File: src/rtl/reg_file_banked.sv
// Banked register file: independent X/Y reads, a write port on ADRX, optional write bypass,
// a hardware clear sequencer, and single-cycle shadow save/restore of the low registers.
//
// Ports:
//   CLK             system clock; all state changes on the rising edge
//   RST             synchronous active-high reset; starts a full clear
//   ADRX / ADRY     X read address (also the write address) / Y read address
//   DIN, WR         write data and write enable
//   CLR             one-cycle pulse that starts a clear sequence
//   SAVE / RESTORE  copy the low registers to / from the shadow bank
//   DX_OUT / DY_OUT combinational read data
//   BUSY            high while the clear sequence is running
module reg_file_banked #(
    parameter int DATA_W   = 8,
    parameter int ADDR_W   = 5,
    parameter int SHADOW_N = 8,
    parameter int BYPASS   = 1
) (
    input  logic              CLK,
    input  logic              RST,
    input  logic [ADDR_W-1:0] ADRX,
    input  logic [ADDR_W-1:0] ADRY,
    input  logic [DATA_W-1:0] DIN,
    input  logic              WR,
    input  logic              CLR,
    input  logic              SAVE,
    input  logic              RESTORE,
    output logic [DATA_W-1:0] DX_OUT,
    output logic [DATA_W-1:0] DY_OUT,
    output logic              BUSY
);

    localparam int DEPTH = 2 ** ADDR_W;

    localparam logic [0:0] IDLE     = 1'b0;
    localparam logic [0:0] CLEARING = 1'b1;

    localparam logic [ADDR_W:0] LAST_IDX = (ADDR_W + 1)'(DEPTH - 1);
    localparam logic [ADDR_W:0] SH_LIM   = (ADDR_W + 1)'(SHADOW_N);
    localparam logic [ADDR_W:0] IDX_ONE  = (ADDR_W + 1)'(1);

    logic [0:0]        state;
    logic [ADDR_W:0]   idx;
    logic [DATA_W-1:0] ram    [DEPTH];
    logic [DATA_W-1:0] shadow [SHADOW_N];

    logic do_save;
    logic do_rest;
    logic wr_ok;

    // SAVE and RESTORE together cancel each other; a restore owns the low registers
    // for that cycle, so a write landing there is dropped.
    assign do_save = SAVE & ~RESTORE;
    assign do_rest = RESTORE & ~SAVE;
    assign wr_ok   = WR & ~(do_rest & ({1'b0, ADRX} < SH_LIM));

    assign BUSY = (state == CLEARING);

    always_ff @(posedge CLK) begin
        if (RST) begin
            state <= CLEARING;
            idx   <= '0;
            for (int i = 0; i < SHADOW_N; i++) begin
                shadow[i] <= '0;
            end
        end else begin
            unique case (state)
                CLEARING: begin
                    ram[idx[ADDR_W-1:0]] <= '0;
                    idx <= idx + IDX_ONE;
                    if (idx == LAST_IDX) begin
                        state <= IDLE;
                    end
                end
                default: begin
                    if (CLR) begin
                        state <= CLEARING;
                        idx   <= '0;
                    end
                    if (do_save) begin
                        for (int i = 0; i < SHADOW_N; i++) begin
                            shadow[i] <= ram[i];
                        end
                    end
                    if (do_rest) begin
                        for (int i = 0; i < SHADOW_N; i++) begin
                            ram[i] <= shadow[i];
                        end
                    end
                    if (wr_ok) begin
                        ram[ADRX] <= DIN;
                    end
                end
            endcase
        end
    end

    // Bypass forwards DIN even when a concurrent restore discards the write.
    always_comb begin
        DX_OUT = ram[ADRX];
        DY_OUT = ram[ADRY];
        if ((BYPASS != 0) && WR) begin
            DX_OUT = DIN;
            if (ADRY == ADRX) begin
                DY_OUT = DIN;
            end
        end
        if (BUSY) begin
            DX_OUT = '0;
            DY_OUT = '0;
        end
    end

endmodule

File: config.mk
export PLATFORM = sky130hd
export DESIGN_NAME = reg_file_banked
export DESIGN_NICKNAME = d
export VERILOG_FILES = /design/src/rtl/reg_file_banked.sv
export SDC_FILE = /design/constraint.sdc
export NUM_CORES = 1
export LEC_CHECK = 0
export ABC_AREA = 0
export CORE_UTILIZATION = 35
export DETAILED_ROUTE_END_ITERATION = 8
export DONT_BUFFER_PORTS = 1
export GPL_TIMING_DRIVEN = 0
export PLACE_DENSITY = 0.53
export SETUP_SLACK_MARGIN = 0.05
export SYNTH_ARGS = -nofsm -noshare
export SYNTH_HDL_FRONTEND = slang
export SYNTH_SLANG_ARGS = --single-unit
File: constraint.sdc
create_clock -name CLK -period 6.79 [get_ports CLK]
set_clock_uncertainty 0.15 [all_clocks]
set_input_delay 1.6975 -clock CLK [delete_from_list [all_inputs] [get_ports CLK]]
set_output_delay 1.6975 -clock CLK [all_outputs]
set_load 0.01 [all_outputs]
Word-level counts from Yosys, hierarchy flattened:

Memories as Yosys holds them, arrays and structs flattened.
Cells that the tools add are included.

* reduce and logical (&&, ||, !) cells: 2
* equal/unequal tests: 2
* div/mod/pow operators: 0
* mux-type cells: 38
* order comparisons: 1
* multipliers: 0
* $add $sub $neg: 1
* bitwise operators: 15
* shift operators: 0

Operators with widths (count)
* 2-to-1 mux 8 bit: 14
* 2-to-1 mux 1 bit: 21
* 2-to-1 mux 6 bit: 2
* bitwise OR 1 bit: 8
* OR reduction 8 bit: 1
* adder 6 x 1 -> 6 bit (second input constant): 1
* equality test 6 x 5 -> 1 bit (second input constant): 1
* equality test 5 bit: 1
* < comparator 5 x 4 -> 1 bit (second input constant): 1
* 2-to-1 mux 5 bit: 1
* AND 1 bit: 4
* NOT 1 bit: 3
* nonzero test 2 bit: 1

* RAM bits: 320
* memories: 2
* latch bits: 0
* output and inout port bits: 17
* register bits after elaboration: 7
* memory bits (read-only): 0

Memories
* ram: depth 32, bits a word 8, rd ports 10, clocked after memory_dff 0, write ports 9, RTL line 44 `logic [DATA_W-1:0] ram [DEPTH];`
* shadow: depth 8, bits a word 8, rd ports 8, clocked after memory_dff 0, write ports 8, RTL line 45 `logic [DATA_W-1:0] shadow [SHADOW_N];`

Longest topological paths before layout:

Gate-level depths: netlist of the first run.

* depth after elaboration: 9
* gate-level depth with buffers: 9
* mapped depth without buffers: 5

Least setup slack after synthesis of the first run:

Ideal clock, no wire load.

* kind: input port to flip-flop
* start: input port RESTORE
* end: memory shadow[0][0], enable pin
* data required time: 6141 ps
* path buffers: 0
* setup time: 499 ps
* arrival: 4825 ps
* stages on the path: 2
* path slack: 1316 ps
* cells stage by stage: nand2b_1 > o21bai_1

RTL lines
* start, declared: RTL line 27 `input logic RESTORE,`
* end, declared: RTL line 45

Worst setup path in the final report of the first run:

* start: input port ADRX[2]
* end: output port DX_OUT[5]

* cells in the longest elaborated chain, start to end: 3

Ends and longest elaborated chain
* start, declared: RTL line 21 `input logic [ADDR_W-1:0] ADRX,`
* memory (32 x 8 bit)
* 2-to-1 mux 8 bit: RTL line 102 `if ((BYPASS != 0) && WR) begin`
* 2-to-1 mux 8 bit: RTL line 108 `if (BUSY) begin`
* end, declared: RTL line 28 `output logic [DATA_W-1:0] DX_OUT,`

Every way passes these cells.

==> reports/qor.yml, run 1 <==
status: "completed"
route.detailed.drc: 0
clock-sinks: 327
dp.cells: 1749
clk_latency_ns: 0.56
p_leak_nw: 6.189
synth-seq-cells: 327
power_frac_comb_pct: 6.3
synth-main-ff-cell: "edfxtp_1"
timing.final.crit_period_ns: 6.223
fmax_mhz: 160.7
startpoint_type: "input port"
hold_class: "reg2reg"
r2r_cells: 5
synth_edf_count: 320
initial_core_util_pct: 35.42
min_period_over_period_pct: 91.65
post_drt_wl_per_cell_um: 28.87
crit_type: "in2out"
antenna_found_initial: 0
grt_overflow_total: 0
clock_path_buffers: 3
tightestPinTransition_ns: 1.309
postPlaceCellArea_sq_um: 16890
critPathMaxFanout: 10
first_iter_violations: 1000
clock_tree.htree_level_count: 2
cts_setup_buffers: 0
drive_gt1_share_pct: 13.39
syn-cell-area_sq_um: 16070
cp.arrival_ns: 4.38
end_kind: "output pin"
antenna_cells: 0
path_clk_slew_ns: 0.07
layout.nets: 1215
required_ns: 4.94
cts_tree: "done"
powerDensity_nw_per_um2: 252.4
ios: 41
dr_total_vias: 10410
die_y_um: 216.3
die_x_um: 216.3
async_flop_share_pct: 0
viasPerCell: 5.726
relSlewSlack_pct: 11.81
portBuffers: 0
row_count: 78
place.gp.congestion: 1.011
wl_um: 52470
drv_cap: 0
seq_area_frac_synth_pct: 60.65
syn_avg_cell_area_sq_um: 14.03
ctsHoldBuffers: 0
ctsRootBufferMaster: "clkbuf_16"
hold_depth: 2
intPower_mw: 3.525
p_sw_mw: 1.054
dpl.hpwl_um: 37060
ys_types: 56
synthCells: 1146
fillers: 4305
seqPwrFrac_pct: 48.7
hold_viol_final: 0
synth_warnings: 0
clkPwrFrac_pct: 45.0
area_growth_pct: 12.87
hold_slack_ns: 0.3531
drt_pre_antenna_iters: 5
instances_no_fill: 1817
rsz0062_at_grt: "no"
grt_pass1_vias: 10550
synthesis.nets: 1171
grt_max_degree: 30
final_area_sq_um: 18140
cts_made_buffers: 38
dieArea_sq_um: 46790
ant_nets: 0
grt_use_total_pct: 22.52
ir_worst_vdd_v: 0.0002227
cts.repair.resized: 0
setup_viol: 0
switching_share_pct: 23.01
report.final.slew_viol_count: 0
grt_pass1_wl_um: 74890
core_sq_um: 45380
[critical path: stages]
cell	delay [ns]
clkbuf_1	0.59
clkbuf_1	0.62
nand3_1	0.24
nand3_1	0.20
a21oi_1	0.17
a221oi_1	0.84
[power groups by stage]
stage          Combinational [mW]  Clock [mW]  Sequential (mW)
5_1_grt                     0.299        2.17             2.23
4_1_cts                     0.283        2.09             2.23
2_1_floorplan               0.182           0             2.27
6_report                    0.290        2.06             2.23
3_5_place_dp                0.281           0             2.27
3_3_place_gp                0.277           0             2.28
[layer usage]
| metal | track usage [%] | routed length (um) | part of all wire [%] | vias to the layer above |
|---|---|---|---|---|
| li1 | - | - | - | 4525 |
| met1 | 29.67 | 21800 | 42 | 5335 |
| met2 | 35.73 | 24310 | 46 | 437 |
| met3 | 6.274 | 4586 | 8.7 | 108 |
| met4 | 7.535 | 1772 | 3.4 | 0 |
| met5 | 0 | 0 | 0 | - |
[through the flow]
| stage | setup WS, ns | util, % | setup TNS, ns | power [mW] |
|---|---|---|---|---|
| 2_1_floorplan | 1.316 | - | 0 | 2.450 |
| 3_3_place_gp | -0.6357 | 37.07 | -40.48 | 2.553 |
| 3_5_place_dp | 0.6388 | 37.22 | 0 | 2.554 |
| 4_1_cts | 0.6380 | 39.96 | 0 | 4.599 |
| 5_1_grt | 0.4891 | 39.98 | 0 | 4.701 |
| 6_report | 0.5666 | 39.98 | 0 | 4.579 |
[cell usage in the layout (no fill, tap or decap), types with 9 or more instances in the layout]
cell type and instances:
edfxtp_1 320, nand2_1 158, mux2i_1 135, a22oi_1 59, and2_1 58, mux4_2 52, clkbuf_1 48, a21oi_1 46
nor2_1 44, clkbuf_16 38, nor2b_1 25, inv_1 15, buf_2 14, buf_4 13, nand3_1 12, mux4_1 12
mux2_2 10, buf_1 9
[path summary, 6_finish.rpt]
check                      from         to  slack (ns)
hold reg to reg   shadow[0][21]  ram[2][5]        0.35
setup / recovery        ADRX[2]  DX_OUT[5]        0.57
hold / removal    shadow[0][21]  ram[2][5]        0.35
setup reg to reg           BUSY  ram[6][3]        3.32
[Yosys cell counts, types with 6 or more instances]
| cell | count | area, sq um |
|---|---|---|
| a22oi_1 | 59 | 442.9 |
| a31oi_1 | 7 | 43.79 |
| dfxtp_1 | 7 | 140.1 |
| and2_1 | 58 | 362.9 |
| mux4_1 | 12 | 315.3 |
| edfxtp_1 | 320 | 9609 |
| o21ai_0 | 12 | 60.06 |
| nor2b_1 | 25 | 156.4 |
| mux2_2 | 10 | 112.6 |
| mux2i_1 | 135 | 1351 |
| buf_1 | 9 | 33.78 |
| a21oi_1 | 46 | 230.2 |
| nand2b_1 | 6 | 37.54 |
| buf_2 | 14 | 70.07 |
| nand3_1 | 12 | 60.06 |
| nand2_1 | 158 | 593.1 |
| mux4_2 | 52 | 1171 |
| nor3_1 | 8 | 40.04 |
| nor2_1 | 44 | 165.2 |
| inv_1 | 15 | 56.30 |
| clkbuf_1 | 38 | 142.6 |
| buf_4 | 12 | 90.09 |
[logic make-up after synthesis]
group           count (synthesis)  share of synthesized area (%)
buf+inv                        94                          2.919
flops                         327                          60.65
simple gates                  328                          9.590
fa+ha+maj                       1                        0.07783
mux                           212                          18.56
xor+xnor                        5                         0.2724
compound gates                179                          7.924
[layout make-up]
cell class | instances | area [sq um] | share of cell area (%)
Buffer | 79 | 412.9 | 2.276
Clock buffer | 49 | 1002 | 5.524
Clock inverter | 18 | 241.5 | 1.331
Inverter | 15 | 56.30 | 0.3103
Multi-Input combinational cell | 725 | 5867 | 32.34
Sequential cell | 327 | 9749 | 53.74
Tap cell | 600 | 750.7 | 4.138
Timing Repair Buffer | 4 | 62.56 | 0.3448
[registers in the layout, summed over array words and instances, names as in the netlist]
signal	count
BUSY	1
idx	6
ram	256
shadow	64
Power figures use the tool's default switching activity.
==> run 2, diff against run 1 <==
--- a/config.mk
+++ b/config.mk
@@ -6,11 +6,11 @@
 export NUM_CORES = 1
 export LEC_CHECK = 0
 export ABC_AREA = 0
+export CAP_MARGIN = 10
 export CORE_UTILIZATION = 35
 export DETAILED_ROUTE_END_ITERATION = 8
 export DONT_BUFFER_PORTS = 1
 export GPL_TIMING_DRIVEN = 0
-export PLACE_DENSITY = 0.53
 export SETUP_SLACK_MARGIN = 0.05
 export SYNTH_ARGS = -nofsm -noshare
 export SYNTH_HDL_FRONTEND = slang
==> reports/qor.yml, run 2 (synthesis gave the netlist of run 1 again) <==
required_ns: 4.94  # about the same
largest_register_ffs: 256  # unchanged
hold_viol_final: 0  # unchanged
crit_type: "in2out"
layout.nets: 1218  # +0.25%
busiest_layer: "met2"
relSlewSlack_pct: 25.88  # +14 points
final_util_pct: 39.66  # -0.32 points
grt_pass1_wl_um: 73620  # -1.7%
drive_gt1_share_pct: 13.31  # -0.082 points
die_x_um: 216.3  # unchanged
postPlaceCellArea_sq_um: 16940  # +0.27%
met3_usage_pct: 7.130  # +0.86 points
drt_pre_antenna_iters: 6  # +1
cts_setup_buffers: 0  # unchanged
initial_core_util_pct: 35.42  # unchanged
dieArea_sq_um: 46790  # unchanged
end_kind: "output pin"
grt_max_degree: 29  # -3.3%
ios: 41  # unchanged
clock_path_buffers: 3  # unchanged
viasPerCell: 5.839  # +2.0%
setup_viol: 0  # unchanged
top_register: "ram"
rsz0062_at_grt: "no"
die_y_um: 216.3  # unchanged
met2_usage_pct: 33.84  # -1.9 points
cts_made_buffers: 35  # -7.9%
grt_pass1_vias: 10470  # -0.80%
setup_slack_ns: 0.6001  # +0.03350 ns
grt_use_total_pct: 21.94  # -0.58 points
dr_total_vias: 10620  # +2.0%
ctsRootBufferMaster: "clkbuf_16"
dpl.hpwl_um: 36490  # -1.5%
final_common_cell: "edfxtp_1"
status: "completed"
clk_latency_ns: 0.55  # about the same
drv_cap: 0  # unchanged
dp_slack_ns: 0.8085  # +0.1697 ns
row_count: 78  # unchanged
antenna_found_initial: 1  # +1
path_clk_slew_ns: 0.06  # about the same
route.detailed.drc: 0  # unchanged
reg.largest.list: "ram: 256 flops, shadow: 64 flops, idx: 6 flops"
power_mw: 4.323  # -5.6%
cts_tree: "done"
p_leak_nw: 6.152  # -0.60%
wl_um: 51250  # -2.3%
clock_tree.htree_level_count: 2  # unchanged
timing.final.crit_period_ns: 6.190  # -0.03350 ns
final_area_sq_um: 18000  # -0.79%
path_cells: "clkbuf_1 -> clkbuf_1 -> nand3_1 -> nand3_1 -> a21oi_1 -> a221oi_1"
min_period_over_period_pct: 91.16  # -0.49 points
grt_overflow_total: 0  # unchanged
startpoint_type: "input port"
cp.arrival_ns: 4.34  # -0.04 ns
place.gp.congestion: 1.018  # +0.62%
portBuffers: 0  # unchanged
ctsHoldBuffers: 0  # unchanged
hold_slack_ns: 0.3604  # +0.007321 ns
met1_usage_pct: 29.02  # -0.64 points
powerDensity_nw_per_um2: 240.2  # -4.8%
report.final.slew_viol_count: 0  # unchanged
first_iter_violations: 1265  # +27%
post_drt_wl_per_cell_um: 28.19  # -2.4%
hold_class: "reg2reg"
core_sq_um: 45380  # unchanged
clock-sinks: 327  # unchanged
final_cell_mix: "320 x edfxtp_1, 158 x nand2_1, 135 x mux2i_1"
ir_worst_vdd_v: 0.0002016  # -9.5%
fmax_mhz: 161.6  # +0.54%
slowest_stage: "a221oi_1"
ant_nets: 0  # unchanged
tightestPinTransition_ns: 1.108  # -0.2013 ns
area_growth_pct: 11.97
cts.repair.resized: 0  # unchanged
critPathMaxFanout: 10  # unchanged
max_stage_delay_ns: 0.83  # about the same
-- run 2: cell types whose count changed in the layout (fill, tap and decap cells not counted), sizes merged --
cell | previous run | this run
buf | 44 | 51
bufinv | 4 | 0
clkbuf | 88 | 82
clkinv | 8 | 16
clkinvlp | 4 | 0
diode | 0 | 1
inv | 17 | 16
-- run 2: final cells by class --
type                       count  area, sq um
sequential                   327         9749
antenna                        1        2.502
tap                          600        750.7
timing repair buffer          10        100.1
multi-input combinational    725         5867
clock inverter                17        120.1
buffer                        79        412.9
inverter                      15        56.30
fill                        4267        27380
clock buffer                  44        939.7
-- run 2: final timing paths --
check,start,endpoint,slack (ns),depth (start not counted)
max,ADRX[2],DX_OUT[5],0.60,6
min reg2reg,idx[5],idx[5],0.36,2
min,idx[5],idx[5],0.36,2
max reg2reg,BUSY,ram[4][1],3.46,6
-- run 2: worst max-delay path, delay by kind of cell --
kind,cells,cell delay (ns)
and+or+nand+nor,2,0.42
AOI/OAI and AO/OA,2,1.01
buffers and inverters,2,1.20
-- run 2: through the flow --
step           instances  setup TNS, ns
2_1_floorplan       1146              0
3_3_place_gp        1746         -33.05
3_5_place_dp        1756              0
4_1_cts             1817              0
5_1_grt             1817              0
6_report            1818              0
-- run 2: per-layer routing --
| layer | wire length (um) | part of all wire [%] | vias to the layer above |
|---|---|---|---|
| met3 | 5321 | 10 | 114 |
| met2 | 23110 | 45 | 561 |
| met4 | 1680 | 3.3 | 2 |
| met1 | 21130 | 41 | 5403 |
| met5 | 9 | 0.018 | - |
| li1 | - | - | 4535 |
-- run 2: power by group --
group	total (mW)	internal (mW)	switching (mW)
combinational	0.291	0.101	0.190
clock	1.80	0.989	0.812
sequential	2.23	2.22	0.0147
==> RTL change 1, RTL diff (flow settings as in run 1) <==
The parameter `SHADOW_N` goes from 8 to 16.
--- a/src/rtl/reg_file_banked.sv
+++ b/src/rtl/reg_file_banked.sv
@@ -13,7 +13,7 @@
 module reg_file_banked #(
     parameter int DATA_W   = 8,
     parameter int ADDR_W   = 5,
-    parameter int SHADOW_N = 8,
+    parameter int SHADOW_N = 16,
     parameter int BYPASS   = 1
 ) (
     input  logic              CLK,
Function: same outputs for any inputs over 10 cycles, from zero or initial values and one cycle with RST high; that may be too few to reach the edited logic, so the function may still have changed.
==> RTL change 1 against run 1 <==
  * Hold slack better by 0.012 ns
  * Synthesized area increased by 17%
  * Non-clock buffer count is 32 higher
  * Routed wire length up 21%
  * Count of clock-buffer cells in the layout is 12 higher
  * Clock power grew 9.7%
  * Worst setup slack improved by 0.19 ns
  * Total power is 15% higher
  * Cell area up 17%
  * Sequential cell count grew 64
  * Sequential share of layout area grew 1.1 points
  * Synthesized cell count is 20% higher
  * Largest cell class unchanged
==> RTL change 1: results <==
export IMPL_drt_pass1_iter_count=6
export IMPL_crit_end="DX_OUT[0]"
export IMPL_worst_r2r_endpoint="ram[27][2]$_DFFE_PP_"
export IMPL_use_met2_pct=34.7
export IMPL_drive_gt1_share_pct=13.0
export IMPL_ff2ff_setup_slack_ns=3.12
export IMPL_top_regs="ram x256, shadow x128, idx x6"
export IMPL_slowest_stage="o41ai_1"
export IMPL_drt_met1_wl_mm=25.6
export IMPL_drtIter0Drc=1425
export IMPL_syn_nets=1400
export IMPL_num_vias=12673
export IMPL_synth_compound_area_share_pct=6.65
export IMPL_synthTopCellsByArea="edfxtp_1 61%, mux4_2 7.8%, nand2_1 6.0%"
export IMPL_synth_area_mux_share_pct=15.6
export IMPL_arrival_ns=4.18
export IMPL_wl_met2_mm=28.1
export IMPL_met1_usage_pct=31.3
export IMPL_place_congestion=0.989
export IMPL_hp_start="shadow[0][61]$_SDFFCE_PN0P_"
export IMPL_outcome="finished clean"
export IMPL_grt_use_total_pct=23.5
export IMPL_nNetsFinal=1464
export IMPL_reg2reg_depth=7
export IMPL_ys_seq_area_share_pct=61.9
export IMPL_grt_first_pass_wirelength_mm=89.7
==> RTL change 1: cell types whose count changed after synthesis, sizes merged, moves of 8 or more <==
cell | run 1 | this run
nand2 | 158 | 302
edfxtp | 320 | 384
a221oi | 9 | 24
mux2 | 13 | 5
nor2 | 44 | 32
nor2b | 25 | 55
a22oi | 59 | 47
and2 | 58 | 96
inv | 15 | 6
mux4 | 64 | 80
clkbuf | 38 | 57
mux2i | 135 | 102
a21oi | 47 | 39
a211o | 0 | 8
==> RTL change 1: cells by family (layout without fill, tap and decap cells) <==
logic type,after synthesis,after routing
simple gates,510,510
flops,391,391
mux,187,187
compound gates,175,175
buf+inv,105,204
xor+xnor,6,6
fa+ha+maj,1,1
==> RTL change 1: area by class of cell <==
type                            count  area share, %
Buffer                             97           2.52
Clock buffer                       61           5.67
Clock inverter                     20          0.600
Inverter                            8          0.141
Multi-Input combinational cell    879           31.2
Sequential cell                   391           54.8
Tap cell                          688           4.04
Timing Repair Buffer               18           1.02
==> RTL change 1: per-stage QoR <==
step / std cells / setup TNS, ns / setup WS (ns)
floorplan: 1375 / 0 / 0.989
global placement: 2063 / -163.74 / -1.30
detailed placement: 2081 / 0 / 0.606
CTS: 2162 / 0 / 0.603
global route: 2162 / 0 / 0.619
finish: 2162 / 0 / 0.759
==> RTL change 1: power breakdown <==
group | internal (uW) | total [uW] | switching, uW | leakage, uW
combinational | 107 | 307 | 200 | 0.00362
clock | 1280 | 2260 | 980 | 0.000652
sequential | 2660 | 2680 | 19.4 | 0.00407
==> RTL change 1: critical path: cells and delay by family <==
family          cells  cell delay, ns
compound gates      3            1.52
buf+inv             4            0.79
mux                 1            0.12
==> RTL change 2, RTL diff (settings of run 1) <==
Made on the original files. Register the output `DY_OUT`, cleared by the reset; this adds one clock of latency there. The other outputs are not delayed to match. Comments in the files are not updated.
--- a/src/rtl/reg_file_banked.sv
+++ b/src/rtl/reg_file_banked.sv
@@ -38,6 +38,8 @@
     localparam logic [ADDR_W:0] LAST_IDX = (ADDR_W + 1)'(DEPTH - 1);
     localparam logic [ADDR_W:0] SH_LIM   = (ADDR_W + 1)'(SHADOW_N);
     localparam logic [ADDR_W:0] IDX_ONE  = (ADDR_W + 1)'(1);
+
+    logic [DATA_W-1:0] DY_OUT_d;
 
     logic [0:0]        state;
     logic [ADDR_W:0]   idx;
@@ -98,16 +100,24 @@
     // Bypass forwards DIN even when a concurrent restore discards the write.
     always_comb begin
         DX_OUT = ram[ADRX];
-        DY_OUT = ram[ADRY];
+        DY_OUT_d = ram[ADRY];
         if ((BYPASS != 0) && WR) begin
             DX_OUT = DIN;
             if (ADRY == ADRX) begin
-                DY_OUT = DIN;
+                DY_OUT_d = DIN;
             end
         end
         if (BUSY) begin
             DX_OUT = '0;
-            DY_OUT = '0;
+            DY_OUT_d = '0;
+        end
+    end
+
+    always_ff @(posedge CLK) begin
+        if (RST) begin
+            DY_OUT <= '0;
+        end else begin
+            DY_OUT <= DY_OUT_d;
         end
     end
 
Function: no difference found for any inputs over 10 cycles, from zero or initial values and one cycle with RST high; that may be too few to reach the edited logic, so the function may still have changed.
==> RTL change 2 against run 1 <==
  * Routed wire length grew 0.31%
  * Synthesized cell count decreased by 8.6%
  * Sequential cell count grew 8
  * Global-route usage fell by 0.057 points
  * Total power fell by 0.22%
  * Synthesized area up 0.58%
  * Cell area up 1.7%
  * Worst setup slack gained 0.19 ns
  * Critical endpoint unchanged
  * Largest cell class unchanged
==> RTL change 2: results <==
export IMPL_outcome="finished clean"
export IMPL_place_congestion=0.895
export IMPL_p_sw_share_pct=23.2
export IMPL_hold_class="reg -> reg"
export IMPL_ys_seq_area_share_pct=61.3
export IMPL_viasPerCell=5.93
export IMPL_synth_async_sr_flop_share_pct=0
export IMPL_antenna_found_initial=0
export IMPL_cts_root_buf="clkbuf_16"
export IMPL_clock_latency_ns=0.54
export IMPL_ys_types=62
export IMPL_placedInstanceArea_mm2=0.0172
export IMPL_use_met3_pct=5.95
export IMPL_wl_met2_mm=24.8
export IMPL_peakVddDrop_v=0.000164
export IMPL_nNetsFinal=1130
export IMPL_use_met2_pct=35.7
export IMPL_place_ws_ns=0.911
export IMPL_met1_usage_pct=30.3
export IMPL_slowest_stage="clkbuf_1"
export IMPL_cpPeakStageDelay_ns=0.74
export IMPL_h_tree_depth=2
export IMPL_ctsLongestPathBuffers=3
export IMPL_top_regs="ram x256, shadow x64, DY_OUT x8"
export IMPL_worst_pin_slew_ns=1.48
export IMPL_drive_gt1_share_pct=23.9
export IMPL_path_max_fanout=10
export IMPL_dp_hpwl_mm=36.7
export IMPL_dr_wl_met3_mm=4.88
export IMPL_drtIter0Drc=1146
export IMPL_wl_per_cell_um=30.4
export IMPL_ys_warnings_count=0
export IMPL_grt_use_total_pct=22.5
export IMPL_grt_max_degree=26
export IMPL_syn_inst=1048
export IMPL_crit_family="buffers and inverters"
export IMPL_drt_met1_wl_mm=21.5
export IMPL_final_cell_count_no_fill=1734
export IMPL_leakage_uw=0.00610
export IMPL_synth_common_cells="320 x edfxtp_1, 156 x nand2_1, 96 x mux4_2, 75 x mux2i_1, 60 x and2_1"
export IMPL_drt_pass1_iter_count=7
export IMPL_arrival_ns=4.19
export IMPL_grt_first_pass_wirelength_mm=74.7
export IMPL_grt_pass1_vias=10147
export IMPL_synthTopCellsByArea="edfxtp_1 59%, mux4_2 13%, mux2i_1 4.6%"
RTL change 2: cells by family after synthesis:
kind of cell / share of synthesized area [%]
compound gates: 5.69
xor+xnor: 0.317
fa+ha+maj: 0.0774
buf+inv: 2.69
flops: 61.3
mux: 20.4
simple gates: 9.56
RTL change 2: final timing paths:
check	startpoint	to	slack (ns)	cells after the start
setup / recovery	ADRX[2]	DX_OUT[5]	0.76	6
hold / removal	shadow[0][17]$_SDFFCE_PN0P_	ram[2][1]$_DFFE_PP_	0.36	2
setup reg to reg	BUSY$_SDFF_PP1_	ram[0][6]$_DFFE_PP_	3.27	6
hold reg to reg	shadow[0][17]$_SDFFCE_PN0P_	ram[2][1]$_DFFE_PP_	0.36	2
RTL change 2: worst min-delay path, stage by stage, from the launching register on:
cell and delay, ns:
edfxtp_1 0.32, nand2_1 0.05, nand2_1 0.05
RTL change 2: per-stage QoR:
stage	hold WS (ns)	utilization, %	TNS [ns]
2_1_floorplan	0.308	-	0
3_3_place_gp	0.325	37.2	-44.46
3_5_place_dp	0.349	37.9	0
4_1_cts	0.360	40.5	0
5_1_grt	0.378	40.6	0
6_report	0.364	40.6	0
RTL change 2: final cells by class:
class / instances / area (um^2)
clock inverter: 20 / 108
fill: 4243 / 27000
clock buffer: 48 / 1090
sequential: 335 / 9910
multi-input combinational: 634 / 5960
tap: 600 / 751
inverter: 9 / 33.8
timing repair buffer: 17 / 198
antenna: 1 / 2.50
buffer: 70 / 400
RTL change 2: power by group through the flow:
| stage | logic (uW) | registers (uW) | clock network, uW |
|---|---|---|---|
| final | 288 | 2280 | 2010 |
| after global routing | 298 | 2280 | 2100 |
| after CTS | 284 | 2280 | 2020 |
| after detailed placement | 283 | 2320 | 0 |
| after global placement | 273 | 2320 | 0 |
| after floorplan | 179 | 2320 | 0 |
